`src/rtl/mem_arbiter_if.sv`:
```
`default_nettype none
// ============================================================================
//  Module      : mem_arbiter_if
//  Description : Request/acknowledge and memory-port bundle for mem_arbiter.
//  Revision    : 1.0 - initial release
// ============================================================================
interface mem_arbiter_if #(
   parameter int ADDR_WIDTH = 16
);
   // Video (chroni) side
   logic [ADDR_WIDTH-1:0] chroni_addr;
   logic                  chroni_rd_req;
   logic                  chroni_dma_req;
   logic                  chroni_rd_ack;

   // CPU side
   logic [ADDR_WIDTH-1:0] cpu_addr;
   logic                  cpu_rd_req;
   logic                  cpu_wr_req;
   logic [7:0]            cpu_wr_data;
   logic                  cpu_rd_ack;
   logic                  cpu_wr_ack;

   // Shared read data, memory port and status
   logic [7:0]            rd_data;
   logic [ADDR_WIDTH-1:0] mem_addr;
   logic [7:0]            mem_wr_data;
   logic                  mem_we;
   logic [7:0]            mem_q;
   logic                  busy;

   // Arbiter side
   modport slave (
      input  chroni_addr,
      input  chroni_rd_req,
      input  chroni_dma_req,
      output chroni_rd_ack,
      input  cpu_addr,
      input  cpu_rd_req,
      input  cpu_wr_req,
      input  cpu_wr_data,
      output cpu_rd_ack,
      output cpu_wr_ack,
      output rd_data,
      output mem_addr,
      output mem_wr_data,
      output mem_we,
      input  mem_q,
      output busy
   );

   // Requester / memory side
   modport master (
      output chroni_addr,
      output chroni_rd_req,
      output chroni_dma_req,
      input  chroni_rd_ack,
      output cpu_addr,
      output cpu_rd_req,
      output cpu_wr_req,
      output cpu_wr_data,
      input  cpu_rd_ack,
      input  cpu_wr_ack,
      input  rd_data,
      input  mem_addr,
      input  mem_wr_data,
      input  mem_we,
      output mem_q,
      input  busy
   );
endinterface : mem_arbiter_if
`default_nettype wire

```
`src/rtl/mem_arbiter.sv`:
```
`default_nettype none
// ============================================================================
//  Module      : mem_arbiter
//  Description : Single-port memory arbiter between video fetch and CPU.
//  Revision    : 1.0 - initial release
// ============================================================================
module mem_arbiter #(
   parameter int ADDR_WIDTH  = 16,
   parameter int MEM_LATENCY = 1
) (
   input  wire logic    sys_clk,
   input  wire logic    reset_n,
   mem_arbiter_if.slave bus
);

   localparam logic [1:0] c_st_idle    = 2'd0;
   localparam logic [1:0] c_st_rd_wait = 2'd1;
   localparam logic [1:0] c_st_wr      = 2'd2;
   localparam logic [1:0] c_st_done    = 2'd3;

   localparam logic [1:0] c_own_chroni_rd = 2'd0;
   localparam logic [1:0] c_own_cpu_rd    = 2'd1;
   localparam logic [1:0] c_own_cpu_wr    = 2'd2;

   localparam logic [2:0] c_last_cnt = 3'(MEM_LATENCY);

   generate
      if (MEM_LATENCY < 0 || MEM_LATENCY > 7) begin : g_bad_latency
         $error("mem_arbiter: MEM_LATENCY must be in 0..7");
      end
   endgenerate

   logic [1:0]            r_state;
   logic [1:0]            w_state_nxt;
   logic [1:0]            r_owner;
   logic [2:0]            r_cnt;
   logic                  r_dma_lock;
   logic [7:0]            r_rd_data;
   logic [ADDR_WIDTH-1:0] r_mem_addr;
   logic [7:0]            r_mem_wr_data;
   logic                  r_mem_we;

   logic                  w_grant_chroni;
   logic                  w_grant_cpu_wr;
   logic                  w_grant_cpu_rd;
   logic                  w_rd_last;

   logic                  w_chroni_rd_ack;
   logic                  w_cpu_rd_ack;
   logic                  w_cpu_wr_ack;
   logic                  w_busy;

   // Grants see the lock captured on the previous cycle, not the live DMA request.
   assign w_grant_chroni = bus.chroni_rd_req;
   assign w_grant_cpu_wr = !bus.chroni_rd_req && !r_dma_lock && bus.cpu_wr_req;
   assign w_grant_cpu_rd = !bus.chroni_rd_req && !r_dma_lock && !bus.cpu_wr_req
                           && bus.cpu_rd_req;
   assign w_rd_last      = (r_cnt == c_last_cnt);

   // State register
   always_ff @(posedge sys_clk) begin
      if (!reset_n) begin
         r_state <= c_st_idle;
      end else begin
         r_state <= w_state_nxt;
      end
   end

   // Next-state logic
   always_comb begin
      w_state_nxt = r_state;
      case (r_state)
         c_st_idle: begin
            if (w_grant_chroni || w_grant_cpu_rd) begin
               w_state_nxt = c_st_rd_wait;
            end else if (w_grant_cpu_wr) begin
               w_state_nxt = c_st_wr;
            end
         end
         c_st_rd_wait: begin
            if (w_rd_last) begin
               w_state_nxt = c_st_done;
            end
         end
         c_st_wr:   w_state_nxt = c_st_done;
         c_st_done: w_state_nxt = c_st_idle;
         default:   w_state_nxt = c_st_idle;
      endcase
   end

   // Output logic: acknowledges are a pure function of DONE and the recorded owner
   always_comb begin
      w_chroni_rd_ack = 1'b0;
      w_cpu_rd_ack    = 1'b0;
      w_cpu_wr_ack    = 1'b0;
      w_busy          = (r_state != c_st_idle);
      if (r_state == c_st_done) begin
         case (r_owner)
            c_own_chroni_rd: w_chroni_rd_ack = 1'b1;
            c_own_cpu_rd:    w_cpu_rd_ack    = 1'b1;
            c_own_cpu_wr:    w_cpu_wr_ack    = 1'b1;
            default: begin
               w_chroni_rd_ack = 1'b0;
            end
         endcase
      end
   end

   // Datapath: address/owner capture, latency counter, write strobe, read data
   always_ff @(posedge sys_clk) begin
      if (!reset_n) begin
         r_owner       <= c_own_chroni_rd;
         r_cnt         <= 3'd0;
         r_dma_lock    <= 1'b0;
         r_rd_data     <= 8'd0;
         r_mem_addr    <= '0;
         r_mem_wr_data <= 8'd0;
         r_mem_we      <= 1'b0;
      end else begin
         case (r_state)
            c_st_idle: begin
               r_dma_lock <= bus.chroni_dma_req;
               r_cnt      <= 3'd0;
               if (w_grant_chroni) begin
                  r_mem_addr <= bus.chroni_addr;
                  r_owner    <= c_own_chroni_rd;
               end else if (w_grant_cpu_wr) begin
                  r_mem_addr    <= bus.cpu_addr;
                  r_owner       <= c_own_cpu_wr;
                  r_mem_wr_data <= bus.cpu_wr_data;
                  r_mem_we      <= 1'b1;
               end else if (w_grant_cpu_rd) begin
                  r_mem_addr <= bus.cpu_addr;
                  r_owner    <= c_own_cpu_rd;
               end
            end
            c_st_rd_wait: begin
               if (w_rd_last) begin
                  r_rd_data <= bus.mem_q;
               end else begin
                  r_cnt <= r_cnt + 3'd1;
               end
            end
            c_st_wr: begin
               r_mem_we <= 1'b0;
            end
            default: begin
               r_mem_we <= 1'b0;
            end
         endcase
      end
   end

   assign bus.chroni_rd_ack = w_chroni_rd_ack;
   assign bus.cpu_rd_ack    = w_cpu_rd_ack;
   assign bus.cpu_wr_ack    = w_cpu_wr_ack;
   assign bus.busy          = w_busy;
   assign bus.rd_data       = r_rd_data;
   assign bus.mem_addr      = r_mem_addr;
   assign bus.mem_wr_data   = r_mem_wr_data;
   assign bus.mem_we        = r_mem_we;

endmodule : mem_arbiter
`default_nettype wire

```
`src/flat_wrapper.sv`:
```
// flat-port wrapper written by rule: the top's interface ports become plain ports
module mem_arbiter_flat 
#(
   parameter int ADDR_WIDTH  = 16,
   parameter int MEM_LATENCY = 1
)
  (sys_clk, reset_n, bus_chroni_addr, bus_chroni_rd_req, bus_chroni_dma_req, bus_chroni_rd_ack, bus_cpu_addr, bus_cpu_rd_req, bus_cpu_wr_req, bus_cpu_wr_data, bus_cpu_rd_ack, bus_cpu_wr_ack, bus_rd_data, bus_mem_addr, bus_mem_wr_data, bus_mem_we, bus_mem_q, bus_busy);
  mem_arbiter_if #(.ADDR_WIDTH(ADDR_WIDTH)) bus_i ();
  input  wire logic sys_clk;
  input  wire logic reset_n;
  input wire logic [$bits(bus_i.chroni_addr)-1:0] bus_chroni_addr;
  input wire logic [$bits(bus_i.chroni_rd_req)-1:0] bus_chroni_rd_req;
  input wire logic [$bits(bus_i.chroni_dma_req)-1:0] bus_chroni_dma_req;
  output wire logic [$bits(bus_i.chroni_rd_ack)-1:0] bus_chroni_rd_ack;
  input wire logic [$bits(bus_i.cpu_addr)-1:0] bus_cpu_addr;
  input wire logic [$bits(bus_i.cpu_rd_req)-1:0] bus_cpu_rd_req;
  input wire logic [$bits(bus_i.cpu_wr_req)-1:0] bus_cpu_wr_req;
  input wire logic [$bits(bus_i.cpu_wr_data)-1:0] bus_cpu_wr_data;
  output wire logic [$bits(bus_i.cpu_rd_ack)-1:0] bus_cpu_rd_ack;
  output wire logic [$bits(bus_i.cpu_wr_ack)-1:0] bus_cpu_wr_ack;
  output wire logic [$bits(bus_i.rd_data)-1:0] bus_rd_data;
  output wire logic [$bits(bus_i.mem_addr)-1:0] bus_mem_addr;
  output wire logic [$bits(bus_i.mem_wr_data)-1:0] bus_mem_wr_data;
  output wire logic [$bits(bus_i.mem_we)-1:0] bus_mem_we;
  input wire logic [$bits(bus_i.mem_q)-1:0] bus_mem_q;
  output wire logic [$bits(bus_i.busy)-1:0] bus_busy;
  assign bus_i.chroni_addr = bus_chroni_addr;
  assign bus_i.chroni_rd_req = bus_chroni_rd_req;
  assign bus_i.chroni_dma_req = bus_chroni_dma_req;
  assign bus_chroni_rd_ack = bus_i.chroni_rd_ack;
  assign bus_i.cpu_addr = bus_cpu_addr;
  assign bus_i.cpu_rd_req = bus_cpu_rd_req;
  assign bus_i.cpu_wr_req = bus_cpu_wr_req;
  assign bus_i.cpu_wr_data = bus_cpu_wr_data;
  assign bus_cpu_rd_ack = bus_i.cpu_rd_ack;
  assign bus_cpu_wr_ack = bus_i.cpu_wr_ack;
  assign bus_rd_data = bus_i.rd_data;
  assign bus_mem_addr = bus_i.mem_addr;
  assign bus_mem_wr_data = bus_i.mem_wr_data;
  assign bus_mem_we = bus_i.mem_we;
  assign bus_i.mem_q = bus_mem_q;
  assign bus_busy = bus_i.busy;
  mem_arbiter #(.ADDR_WIDTH(ADDR_WIDTH), .MEM_LATENCY(MEM_LATENCY)) u_core (.sys_clk(sys_clk), .reset_n(reset_n), .bus(bus_i));
endmodule
```
`config.mk`:
```
export PLATFORM = sky130hd
export DESIGN_NAME = mem_arbiter_flat
export DESIGN_NICKNAME = d
export VERILOG_FILES = /design/src/rtl/mem_arbiter_if.sv /design/src/rtl/mem_arbiter.sv /design/src/flat_wrapper.sv
export SDC_FILE = /design/constraint.sdc
export NUM_CORES = 1
export LEC_CHECK = 0
export CORE_MARGIN = 2
export CORE_UTILIZATION = 41
export CTS_CLUSTER_SIZE = 30
export DETAILED_ROUTE_END_ITERATION = 16
export PLACE_DENSITY = 0.81
export SLEW_MARGIN = 20
export SYNTH_ARGS = -nofsm -noshare
export SYNTH_HDL_FRONTEND = slang
export SYNTH_SLANG_ARGS = --single-unit
export TNS_END_PERCENT = 1
```
`constraint.sdc`:
```
create_clock -name sys_clk -period 1.8 [get_ports sys_clk]
set_input_delay 0.36 -clock sys_clk [delete_from_list [all_inputs] [get_ports sys_clk]]
set_output_delay 0.36 -clock sys_clk [all_outputs]
set_load 0.01 [all_outputs]
```
==> impl_metrics.ini, run 1 <==
[outcome]
status = finished clean

[run]
drv_cap = 0

[yosys]
yosysWarnings = 0
syn_area_mm2 = 0.00193
synth_ff_type = dfxtp_1
yosysTopAreaCell = dfxtp_1
synth-seq-area-share_pct = 42.6
synthCells = 199
synthTopCellsByArea = dfxtp_1 43%, mux2i_1 14%, o211a_1 8.3%
netlist.area_leader.share_pct = 42.6
synth_nets = 258
synth_edf_count = 0
ys_ff_latch = 41
avgSynthCellArea_um2 = 9.68
synth-async-reset-ratio_pct = 0
synth_cell_types = 34

[timing]
layout_min_cycle_time_ns = 1.67
rsz0062_at_grt = no
slew_headroom_pct = 69.8
setup_violations = 0
slew_violations = 0
finalClockSkew_ns = 0.00555
finalHoldViolCount = 0
final.setup.tns_ns = 0
whs_ns = 0.462
fmax_mhz = 598
tightestPinTransition_ns = 0.447
period_share_pct = 92.9

[floorplanning]
core_area_mm2 = 0.00444
die_y_um = 72.5
start_util_pct = 43.3
rows = 24
die_x_um = 72.5
dieArea_mm2 = 0.00526
io_pins = 91

[global_routing]
grt_usage_pct = 17.4
grt_start_max_net_pins = 44
grt_pass1_wl_mm = 7.33
first_global_vias = 1681
antenna_found_initial = 0
overflow = 0

[clock_network]
htree_levels = 2
cts_buffer_depth = 2
cts_buffers = 5
ctsResizeCount = 5
clk_latency_ns = 0.28
post_cts_buffers = 0
cts_tree = yes
cts_root_buf = clkbuf_8
cts_sinks = 41
cts_hold_buffers = 0
clk_pin_slew_worst_paths_ns = 0.07

[finish]
num-fill-cells = 377
drive_gt1_share_pct = 6.87
n_antenna_cell = 0
areaGrowthSynthToFinish_pct = 54.6
fin_nets = 349

[power_and_ir_drop]
p_leak_uw = 0.00136
ir_drop_uv = 701
power_density_mw_per_mm2 = 1080

[worst_setup_path]
rr_startpoint = u_core.r_state[1]$_SDFFE_PN0P_
cp_data_arrival_time_ns = 1.31
start_kind = register
r2r_setup_slack_ns = 0.21
r2r-end = u_core.r_owner[0]$_SDFFE_PN0P_
path_class = reg2out
critPathRequiredTime_ns = 1.44
critPathCaptureType = output pin
path_max_fanout = 5
reg2reg_depth = 7

[place]
place.port_buffers = 90
routabilityCongestion = 0.721
hpwlAfterDp_mm = 3.28

[worst_hold_path]
min_from = u_core.bus.mem_wr_data[0]$_SDFFE_PN0P_
hold_path_class = reg2reg
min_to = u_core.bus.mem_wr_data[0]$_SDFFE_PN0P_
holdPathStages = 2

[route]
ant_nets = 0
drc = 0
wire_per_inst_um = 12.4
wl_mm = 4.24
dr.first_iter.drc_count = 40
num_vias = 1700
firstDrtPassIters = 4
viasPerCell = 4.96
==> cell usage in the layout (no fill, tap or decap), types with 2 or more instances in the layout <==
master	instances
clkdlybuf4s50_1	86
dfxtp_1	40
nand2_1	36
mux2i_1	27
o211a_1	16
nor2b_1	13
a21boi_0	8
buf_4	6
o21ai_0	5
ha_1	5
clkbuf_8	5
inv_1	4
and2_1	4
dlygate4sd2_1	4
nand2b_1	3
a21oi_1	3
clkbuf_1	3
nor2_1	2
nor4bb_1	2
buf_12	2
==> cell usage after synthesis (2+ instances only) <==
library cell and number:
a21boi_0 8, ha_1 5, clkbuf_1 5, o21ai_0 5
nor4bb_1 2, o211a_1 16, buf_2 5, a21oi_1 3
dfxtp_1 41, nand2b_1 3, mux2i_1 27, and2_1 4
buf_6 2, inv_1 4, buf_4 2, nand2_1 36
nor2_1 2, nor2b_1 13
==> worst max-delay path: stages, from the launching register on <==
cell and delay (ns):
dfxtp_2 0.37, inv_1 0.05, ha_1 0.23, inv_4 0.09
dlygate4sd2_1 0.29
==> sequential cells by signal (all words and copies together), names as in the netlist <==
signal,flops
u_core.r_dma_lock,1
u_core.bus.mem_we,1
u_core.r_state,2
u_core.r_owner,2
u_core.r_cnt,3
u_core.bus.mem_addr,16
u_core.bus.mem_wr_data,8
u_core.bus.rd_data,8
==> per-stage QoR <==
step                      total power [µW]  std cells  setup WS (ns)  cell area [µm²]  util, %
after global placement                2660        335         0.0712             2900     65.1
final                                 3200        343          0.127             2980     67.0
after detailed placement              2690        335         0.0573             2900     65.1
after global routing                  3450        343        0.00755             2980     67.0
after floorplan                       2020        199          0.329             1930        -
after CTS                             3250        343         0.0814             2970     66.9
==> layer usage <==
metal	routed length (µm)	vias up	GRT usage, %	share of wire (%)
met5	0	-	0	0
met4	14	0	3.70	0.33
met3	545	2	8.19	13
met2	1970	76	29.6	47
met1	1710	756	19.9	40
li1	-	866	-	-
==> power breakdown <==
group	leakage [µW]	total (µW)	switching, µW	internal (µW)
registers	0.000337	1250	127	1130
logic	0.000982	1400	619	777
clock network	0.0000395	556	280	275
total	0.00136	3200	1030	2180
==> layout make-up <==
type                    instances  area, µm²  area share (%)
multi-input cells             139       1010            33.8
repair buffers                 98        981            33.0
flip-flops and latches         41        822            27.6
clock buffers                   8       80.1            2.69
well taps                      52       65.1            2.19
inverters                       5       21.3           0.715
==> worst max path at each step <==
stage                                               from                                  end  slack [ns]  depth (start not counted)
after CTS                 u_core.r_state[0]$_SDFFE_PN0P_                    bus_chroni_rd_ack        0.08                          3
after detailed placement               bus_chroni_rd_req       u_core.r_state[0]$_SDFFE_PN0P_        0.06                          6
after floorplan           u_core.r_state[1]$_SDFFE_PN0P_         u_core.r_cnt[1]$_SDFFE_PN0P_        0.33                          8
after global placement                 bus_chroni_rd_req  u_core.bus.mem_addr[7]$_SDFFE_PN0P_        0.07                          5
final                     u_core.r_state[0]$_SDFFE_PN0P_                             bus_busy        0.13                          4
after global routing      u_core.r_state[1]$_SDFFE_PN0P_       u_core.r_state[1]$_SDFFE_PN0P_       0.008                          7
==> cells by family (layout without fill, tap and decap cells) <==
group,after synthesis,after routing,synth area share [%]
and+or+nand+nor,67,67,18.0
muxes,27,27,14.0
AOI/OAI and AO/OA,40,40,16.8
adders and majority gates,5,5,3.25
buffers and inverters,19,111,5.33
DFF,41,41,42.6
Note: power is estimated with default switching activity, not from simulation.
==> inputs of run 2 (changes only) <==
- CORE_UTILIZATION: 41 -> 37
- PLACE_DENSITY: 0.81 -> 0.77
- clock period: 1.8 -> 1.4 ns (I/O delays scaled with it)
==> run 2 against run 1 <==
First-iteration DRC count shrank 30%. Largest cell class unchanged. Register-to-register slack got worse by 0.28 ns. Final cell count increased by 8.7%. Clock-buffer cell count down 3. Non-clock buffer count is 14 higher. Critical endpoint is now bus_cpu_wr_ack. Clock power is 26% higher. Core utilization fell by 4.2 points. Highest routed layer unchanged. Sequential power rose by 30%. The run now ends with setup timing left. Die area grew 10%.
==> impl_metrics.ini, run 2 (synthesis results as in run 1) <==
[outcome]
status = complete, but fails checks
failed_checks = setup timing

[timing]
slew_violations = 0
period_share_pct = 105
tightestPinTransition_ns = 0.266
layout_min_cycle_time_ns = 1.47
whs_ns = 0.458
fin_ws_ns = -0.0693
finalClockSkew_ns = 0.00600
finalHoldViolCount = 0
slew_headroom_pct = 81.8
setup_violations = 24
fmax_mhz = 681
rsz0062_at_grt = yes

[worst_setup_path]
critPathCaptureType = output pin
path_max_fanout = 2
crit_chain = ha_4 > buf_6 > and3b_1 > buf_6
path_class = reg2out
r2r_setup_slack_ns = -0.07
slowest_delay_ns = 0.36
cp_data_arrival_time_ns = 1.19
start_kind = register
path_buf_inv = 2
critPathRequiredTime_ns = 1.12
slowest_stage = dfxtp_4
cp_common_cell = buf_6
critical-path-top-delay-family = flip-flops

[global_routing]
met1_usage_pct = 19.6
grt-busiest-layer = met2
first_global_vias = 1858
grt_start_max_net_pins = 44
antenna_found_initial = 0
use_met2_pct = 32.9
overflow = 0
grt_util_met3_pct = 7.58
grt_pass1_wl_mm = 8.55
grt_usage_pct = 18.1

[route]
viasPerCell = 4.79
dr.first_iter.drc_count = 28
wire_per_inst_um = 13.4
wl_mm = 4.98
drc = 0
ant_nets = 0
num_vias = 1785
firstDrtPassIters = 3

[floorplanning]
dieArea_mm2 = 0.00580
rows = 26
die_x_um = 76.1
die_y_um = 76.1
core_area_mm2 = 0.00507
io_pins = 91
start_util_pct = 37.9

[clock_network]
htree_levels = 2
clk_pin_slew_worst_paths_ns = 0.07
cts_buffers = 5
cts_sinks = 41
cts_tree = yes
cts_buffer_depth = 2
cts_root_buf = clkbuf_8
cts_hold_buffers = 0
clk_latency_ns = 0.29

[place]
routabilityCongestion = 0.744
hpwlAfterDp_mm = 3.51
place.port_buffers = 90

[power_and_ir_drop]
p_switching_uw = 1520
power_density_mw_per_mm2 = 1380
ir_drop_uv = 880
comb_power_share_pct = 47.1
seqPwrFrac_pct = 37.0
p_int_uw = 2890
swShare_pct = 34.4
clkPwrFrac_pct = 15.9
p_leak_uw = 0.00159
p_total_uw = 4410

[finish]
n_antenna_cell = 0
drive_gt1_share_pct = 17.2
fin_nets = 363
multiInputGateArea_mm2 = 0.00110
num-fill-cells = 471
largest_register_ffs = 16
final_common_cell = clkdlybuf4s50_1
areaGrowthSynthToFinish_pct = 65.4
regArea_um2 = 826
layout_common_cells = 52 x clkdlybuf4s50_1, 39 x dfxtp_1, 34 x dlygate4sd2_1

[run]
drv_cap = 0

[worst_hold_path]
hold_path_class = reg2reg
run 2: cell count changes in the layout (fill, tap and decap cells not counted), sizes merged:
cell and change:
clkdlybuf4s50 -34, dlygate4sd2 +30, buf +18, clkbuf -3, clkinv +1
run 2: area by class of cell:
| cell class | count | share of cell area [%] |
|---|---|---|
| clock buffer | 5 | 2.16 |
| clock inverter | 1 | 0.157 |
| inverter | 5 | 0.903 |
| multi-input combinational | 139 | 34.6 |
| sequential | 41 | 25.9 |
| tap | 70 | 2.75 |
| timing repair buffer | 112 | 33.5 |
run 2: path summary, 6_finish.rpt:
| check | startpoint | endpoint | cells after the start |
|---|---|---|---|
| max reg2reg | u_core.r_state[1]$_SDFFE_PN0P_ | u_core.bus.mem_addr[15]$_SDFFE_PN0P_ | 9 |
| max | u_core.r_state[0]$_SDFFE_PN0P_ | bus_cpu_wr_ack | 4 |
| min reg2reg | u_core.bus.mem_wr_data[7]$_SDFFE_PN0P_ | u_core.bus.mem_wr_data[7]$_SDFFE_PN0P_ | 2 |
| min | u_core.bus.mem_wr_data[7]$_SDFFE_PN0P_ | u_core.bus.mem_wr_data[7]$_SDFFE_PN0P_ | 2 |
run 2: per-stage QoR:
stage	util (%)	std cells	setup slack [ns]	instance area, µm²	TNS, ns
2_1_floorplan	-	199	-0.0106	1950	-0.0106
3_3_place_gp	59.7	364	-0.233	3030	-6.19
3_5_place_dp	59.7	364	-0.249	3030	-7.08
4_1_cts	62.9	376	-0.0984	3190	-1.51
5_1_grt	62.8	373	-0.131	3190	-3.69
6_report	62.8	373	-0.0693	3190	-0.941
run 2: worst register-to-register path: stages, from the launching register on:
cell     delay, ns
dfxtp_2       0.34
buf_6         0.12
inv_4         0.06
ha_4          0.17
inv_6         0.04
buf_6         0.12
a21oi_4       0.17
buf_6         0.17
nand2_4       0.05
o211a_1       0.14
run 2: per-layer routing:
metal	routed length (µm)	up-vias
met1	1970	818
met2	2550	70
li1	-	893
met3	436	4
met4	31	0
met5	0	-
run 2: power groups by stage:
| stage | clock, µW | sequential (µW) | combinational, µW |
|---|---|---|---|
| floorplan | 0 | 1730 | 903 |
| global placement | 0 | 1620 | 1990 |
| detailed placement | 0 | 1630 | 2030 |
| CTS | 737 | 1610 | 2280 |
| global route | 767 | 1670 | 2270 |
| finish | 702 | 1630 | 2080 |
run 2: repair_timing:
item | in CTS | in global routing
cloned | 3 | 0
gates resized for setup | 75 | 15
pin swaps | 4 | 1
endpoints found under the setup margin | 66 | 43
buffers inserted | 3 | 0
